## src/rtl/vga_timing_ctrl.sv

```systemverilog
// vga_timing_ctrl: VGA raster timing generator with a two-stage output pipeline.
//   Counts pixels (h_cnt) and lines (v_cnt), hands the visible coordinate to a
//   pattern generator, and realigns sync, blank and frame-start with the
//   returned colour, which arrives one clock after its coordinate.
// Ports:
//   iVGA_CLK                 pixel clock (single clock domain)
//   iRST                     asynchronous active-high reset
//   iRed/iGreen/iBlue [9:0]  colour from pattern generator
//   oVGA_X/oVGA_Y    [9:0]  current coordinate, 0 outside the visible area
//   oREQUEST                 coordinate addresses a visible pixel (stage 0)
//   oVGA_R/G/B       [9:0]  colour to DAC (stage 2)
//   oVGA_HS/oVGA_VS          active-low sync (stage 2)
//   oVGA_BLANK_N             high in visible region (stage 2)
//   oFRAME_START             one-clock pulse for pixel (0,0) (stage 2)
//   oFRAME_CNT       [7:0]  frames seen, wraps at 255 (only with VGA_FRAME_CNT_EN)
// Optional feature macro: VGA_FRAME_CNT_EN adds the oFRAME_CNT frame counter.
module vga_timing_ctrl #(
   parameter int unsigned H_ACTIVE = 640,
   parameter int unsigned H_FRONT  = 16,
   parameter int unsigned H_SYNC   = 96,
   parameter int unsigned H_BACK   = 48,
   parameter int unsigned V_ACTIVE = 480,
   parameter int unsigned V_FRONT  = 10,
   parameter int unsigned V_SYNC   = 2,
   parameter int unsigned V_BACK   = 33
) (
   input  logic       iVGA_CLK,
   input  logic       iRST,
   input  logic [9:0] iRed,
   input  logic [9:0] iGreen,
   input  logic [9:0] iBlue,
   output logic [9:0] oVGA_X,
   output logic [9:0] oVGA_Y,
   output logic       oREQUEST,
   output logic [9:0] oVGA_R,
   output logic [9:0] oVGA_G,
   output logic [9:0] oVGA_B,
   output logic       oVGA_HS,
   output logic       oVGA_VS,
   output logic       oVGA_BLANK_N,
`ifdef VGA_FRAME_CNT_EN
   output logic       oFRAME_START,
   output logic [7:0] oFRAME_CNT
`else
   output logic       oFRAME_START
`endif
);

   localparam int unsigned CW      = 10;
   localparam int unsigned H_TOTAL = H_ACTIVE + H_FRONT + H_SYNC + H_BACK;
   localparam int unsigned V_TOTAL = V_ACTIVE + V_FRONT + V_SYNC + V_BACK;

   localparam logic [CW-1:0] H_LAST     = CW'(H_TOTAL - 1);
   localparam logic [CW-1:0] V_LAST     = CW'(V_TOTAL - 1);
   localparam logic [CW-1:0] H_VIS_END  = CW'(H_ACTIVE);
   localparam logic [CW-1:0] V_VIS_END  = CW'(V_ACTIVE);
   localparam logic [CW-1:0] HS_START   = CW'(H_ACTIVE + H_FRONT);
   localparam logic [CW-1:0] HS_END     = CW'(H_ACTIVE + H_FRONT + H_SYNC);
   localparam logic [CW-1:0] VS_START   = CW'(V_ACTIVE + V_FRONT);
   localparam logic [CW-1:0] VS_END     = CW'(V_ACTIVE + V_FRONT + V_SYNC);

   logic [CW-1:0] r_h_cnt;
   logic [CW-1:0] r_v_cnt;
   logic          w_vis;
   logic          w_hs_raw;
   logic          w_vs_raw;
   logic          w_fs_raw;
   logic          r_hs1;
   logic          r_vs1;
   logic          r_req1;
   logic          r_fs1;

   // Raster counters: v_cnt advances (and wraps) on the h_cnt wrap edge.
   always_ff @(posedge iVGA_CLK or posedge iRST) begin
      if (iRST) begin
         r_h_cnt <= '0;
         r_v_cnt <= '0;
      end else if (r_h_cnt == H_LAST) begin
         r_h_cnt <= '0;
         if (r_v_cnt == V_LAST) r_v_cnt <= '0;
         else                   r_v_cnt <= r_v_cnt + CW'(1);
      end else begin
         r_h_cnt <= r_h_cnt + CW'(1);
      end
   end

   // Stage 0 decode straight from the counters.
   always_comb begin
      w_vis    = (r_h_cnt < H_VIS_END) && (r_v_cnt < V_VIS_END);
      w_hs_raw = !((r_h_cnt >= HS_START) && (r_h_cnt < HS_END));
      w_vs_raw = !((r_v_cnt >= VS_START) && (r_v_cnt < VS_END));
      w_fs_raw = (r_h_cnt == '0) && (r_v_cnt == '0);
   end

   // Counters sit at (0,0) in reset, so the request is masked by reset itself
   // to keep the pattern generator idle until counting starts.
   assign oREQUEST = w_vis & ~iRST;
   assign oVGA_X   = oREQUEST ? r_h_cnt : '0;
   assign oVGA_Y   = oREQUEST ? r_v_cnt : '0;

   // Stage 1: waits alongside the pattern generator's colour register.
   always_ff @(posedge iVGA_CLK or posedge iRST) begin
      if (iRST) begin
         r_hs1  <= 1'b1;
         r_vs1  <= 1'b1;
         r_req1 <= 1'b0;
         r_fs1  <= 1'b0;
      end else begin
         r_hs1  <= w_hs_raw;
         r_vs1  <= w_vs_raw;
         r_req1 <= oREQUEST;
         r_fs1  <= w_fs_raw;
      end
   end

   // Stage 2: colour gated by the delayed request, controls aligned with it.
   always_ff @(posedge iVGA_CLK or posedge iRST) begin
      if (iRST) begin
         oVGA_R       <= '0;
         oVGA_G       <= '0;
         oVGA_B       <= '0;
         oVGA_HS      <= 1'b1;
         oVGA_VS      <= 1'b1;
         oVGA_BLANK_N <= 1'b0;
         oFRAME_START <= 1'b0;
      end else begin
         oVGA_R       <= r_req1 ? iRed   : '0;
         oVGA_G       <= r_req1 ? iGreen : '0;
         oVGA_B       <= r_req1 ? iBlue  : '0;
         oVGA_HS      <= r_hs1;
         oVGA_VS      <= r_vs1;
         oVGA_BLANK_N <= r_req1;
         oFRAME_START <= r_fs1;
      end
   end

`ifdef VGA_FRAME_CNT_EN
   logic [7:0] r_frame_cnt;

   // Counts on the edge that raises oFRAME_START; wraps naturally at 255.
   always_ff @(posedge iVGA_CLK or posedge iRST) begin
      if (iRST)       r_frame_cnt <= '0;
      else if (r_fs1) r_frame_cnt <= r_frame_cnt + 8'(1);
   end

   assign oFRAME_CNT = r_frame_cnt;
`endif

endmodule
```

## config.mk

```make
export PLATFORM = sky130hd
export DESIGN_NAME = vga_timing_ctrl
export DESIGN_NICKNAME = d
export VERILOG_FILES = /design/src/rtl/vga_timing_ctrl.sv
export SDC_FILE = /design/constraint.sdc
export NUM_CORES = 1
export LEC_CHECK = 0
export BUFFER_PORTS_ARGS = -buffer_cell sky130_fd_sc_hd__buf_2
export CAP_MARGIN = 20
export CORE_UTILIZATION = 35
export CTS_CLUSTER_DIAMETER = 30
export DETAILED_ROUTE_END_ITERATION = 8
export SLEW_MARGIN = 25
export SYNTH_ARGS = -nofsm -noshare
export SYNTH_HDL_FRONTEND = slang
export SYNTH_SLANG_ARGS = --single-unit
```

## constraint.sdc

```tcl
create_clock -name iVGA_CLK -period 2.2 [get_ports iVGA_CLK]
set_input_delay 0.44 -clock iVGA_CLK [delete_from_list [all_inputs] [get_ports iVGA_CLK]]
set_output_delay 0.44 -clock iVGA_CLK [all_outputs]
set_load 0.02 [all_outputs]
```

==> metrics <==
Fin. Hold Viols=0; number of buffer cells added on primary ports=85; via count=1830; power density over the cells=701 nW/µm²; CP max FO=7; Clock Path Buffers=2; Leakage Power=1.72 nW; Vert. Die Dim=84.8 µm; share of the clock period used by the worst path after layout=104%; violations in the final reports=design-rule violations, negative setup slack; data required time of the critical path=1760 ps; number of max-slew violations in the final report=0; transition at the pin with the smallest max-transition slack=709 ps; most common cell in the synthesized netlist=dfrtp_1; layout-stage area growth over the synthesis result=40.5%; Total Nets Final=343; Synth top cells by count=dfrtp_1, and2_1, nand3_1; Setup Crit Path Kind=flip-flop to output port; class of the most critical hold timing path=primary input to async pin; Post-DRT Antenna Nets=0; sequential share of power=46.9%; post-synth design cell area=2400 µm²; leading post-synthesis cells by cell area=dfrtp_1, and2_1, dfstp_2; shortest period the worst path allows=2290 ps; routed length per placed instance=13.6 µm; Sink Count=58; flip-flop and latch count after synthesis=58; Overflow after GRT=0; cell taking the most area after synthesis=dfrtp_1; outcome=finished, violations left; remaining design rule violation count=15; Die Footprint=7190 µm²; maximum number of pins on one net before global-route repair=42; syn_nets=245; combined global-route utilization of all metal layers=15.8%; total of hold buffers inserted after clock tree synthesis=0; number of distinct library cell variants in the gate-level netlist after synthesis=33; CP Launch Type=flip-flop; achievable clock frequency=0.438 GHz; Core ar.=6490 µm²; final WL=5280 µm; Post-Route Hold Slack=138 ps; total number of H-tree levels=3; internal power=1.83 mW; CP endpoint kind=output port; WP data arrival=1850 ps; number of global-route vias before repair=1782; wire length of the first global-routing pass=8690 µm; RSZ-0062 raised after global routing=true; area share of the leading cell type in the synthesized netlist=56.3%; length in cells of the worst reg-to-reg path=6; Cells after Synth=209; initial antenna violation count=0; predominant post-synthesis flop cell=dfrtp_1; non-filler instance count after layout=389; proportion of power drawn by combinational gates=7.2%; total power after layout=2.36 mW; width of the die=84.8 µm; worst-case setup margin in the final layout=-85.5 ps; Max VDD drop=0.309 mV; share of post-route cells with drive strength above 1=43.6%; ratio of routed vias to standard cells=4.70; worst clock skew=7.42 ps; number of DRC markers in iteration 0=67; Skew-Pair Late Insertion Delay=330 ps; Seq/Total Area, Yosys=60.7%; CTS tree=yes; final sum of negative setup slack=-1410 ps; weighted congestion reported at the end of routability-driven placement=0.768; Avg Synthesized Cell Area=11.5 µm²; count of max-cap constraint violations=0; post-detailed-placement half-perimeter wirelength=3530 µm; cell chosen for the clock root=clkbuf_8; Initial Utilization=36.9%; Num CTS Buffers=9; switching power summed over all nets=0.530 mW; diodes inserted=0; DRT Pass-1 Iters=6; net switching fraction of the power=22.5%; dpl cells=366; clock-pin slew on the worst setup and hold paths=70 ps; EDFF count, synth=0; yosys synthesis warning count=0; I/O pin total=87; asr flop ratio synth=100%; count of final setup violators=19; worst slew slack as a fraction of its limit=52.8%; cell row count=29; power share of the clock group=45.9%
## per-stage QoR
| step | setup slack [ps] | utilization (%) | instance area, µm² |
|---|---|---|---|
| after floorplan | 186 | - | 2400 |
| after global placement | 252 | 45.1 | 2930 |
| after detailed placement | 187 | 45.1 | 2930 |
| after CTS | -127 | 51.6 | 3350 |
| after global routing | -176 | 51.9 | 3370 |
| final | -85.5 | 51.9 | 3370 |
## flip-flops by register name, indices dropped and copies added (netlist names)
register	cells
oVGA_HS	1
oVGA_BLANK_N	1
r_fs1	1
r_vs1	1
r_v_cnt	10
oVGA_B	10
oVGA_VS	1
oVGA_R	10
r_req1	1
r_hs1	1
oFRAME_START	1
r_h_cnt	10
oVGA_G	10
## logic make-up after synthesis
kind of cell    share of synthesized area (%)
simple gates                             25.9
flops                                    60.7
buf+inv                                  3.76
compound gates                           2.87
xor+xnor                                 3.65
fa+ha+maj                                2.09
mux                                     0.835
other cells                             0.156
## worst max-delay path, stage by stage (launching register included)
cell and delay [ps]:
dfrtp_1 390, and3_4 180, and2_4 160, nor4b_4 310
buf_4 220, and2_1 150, buf_6 120
## power by group through the flow
stage	Sequential, mW	Clock (mW)	Combinational, mW
after floorplan	1.16	0	0.0520
after global placement	1.13	0	0.160
final	1.11	1.08	0.169
after detailed placement	1.13	0	0.162
after global routing	1.11	1.16	0.186
after CTS	1.11	1.11	0.173
## path summary, 6_finish.rpt
path / startpoint / to / slack [ps]
max in group asynchronous: iRST / oVGA_VS$_DFF_PP1_ / 1450
hold / removal: iRST / r_v_cnt[2]$_DFFE_PP0N_ / 140
setup / recovery: r_v_cnt[7]$_DFFE_PP0N_ / oVGA_X[5] / -90
hold reg to reg: r_fs1$_DFF_PP0_ / oFRAME_START$_DFF_PP0_ / 350
min in group iVGA_CLK: iBlue[3] / oVGA_B[3]$_DFF_PP0_ / 310
setup reg to reg: r_v_cnt[7]$_DFFE_PP0N_ / r_v_cnt[3]$_DFFE_PP0N_ / 340
## repair_timing
| item | 4_1_cts | 5_1_grt |
|---|---|---|
| buffers inserted | 4 | 2 |
| gates cloned | 1 | 0 |
| pin swaps | 3 | 1 |
| gates resized for setup | 56 | 1 |
| setup endpoints to repair | 20 | 20 |
## placed cells by master, fill, tap and decap left out, types with 5 or more instances in the layout
cell and n:
inv_1 6, o21ai_0 5, xnor2_1 5, nor2_1 5, and2_4 14, buf_2 65, xor2_1 5, buf_6 19
buf_4 14, and2_1 38, nand2_1 10, nand3_1 11, clkbuf_8 10, dfrtp_1 54
## routing by layer
metal / track usage, % / routed length [µm]
met1: 20.8 / 2340
met2: 24.5 / 2420
met3: 4.33 / 467
met4: 6.47 / 49
met5: 0 / 0
## final cells by class
type / instances / area [µm²]
flip-flops and latches: 58 / 1460
inverters: 7 / 26.3
clock buffers: 11 / 141
clock inverters: 5 / 77.6
well taps: 77 / 96.3
repair buffers: 99 / 664
fillers: 603 / 3130
multi-input cells: 132 / 907
Note: power is estimated with default switching activity, not from simulation.
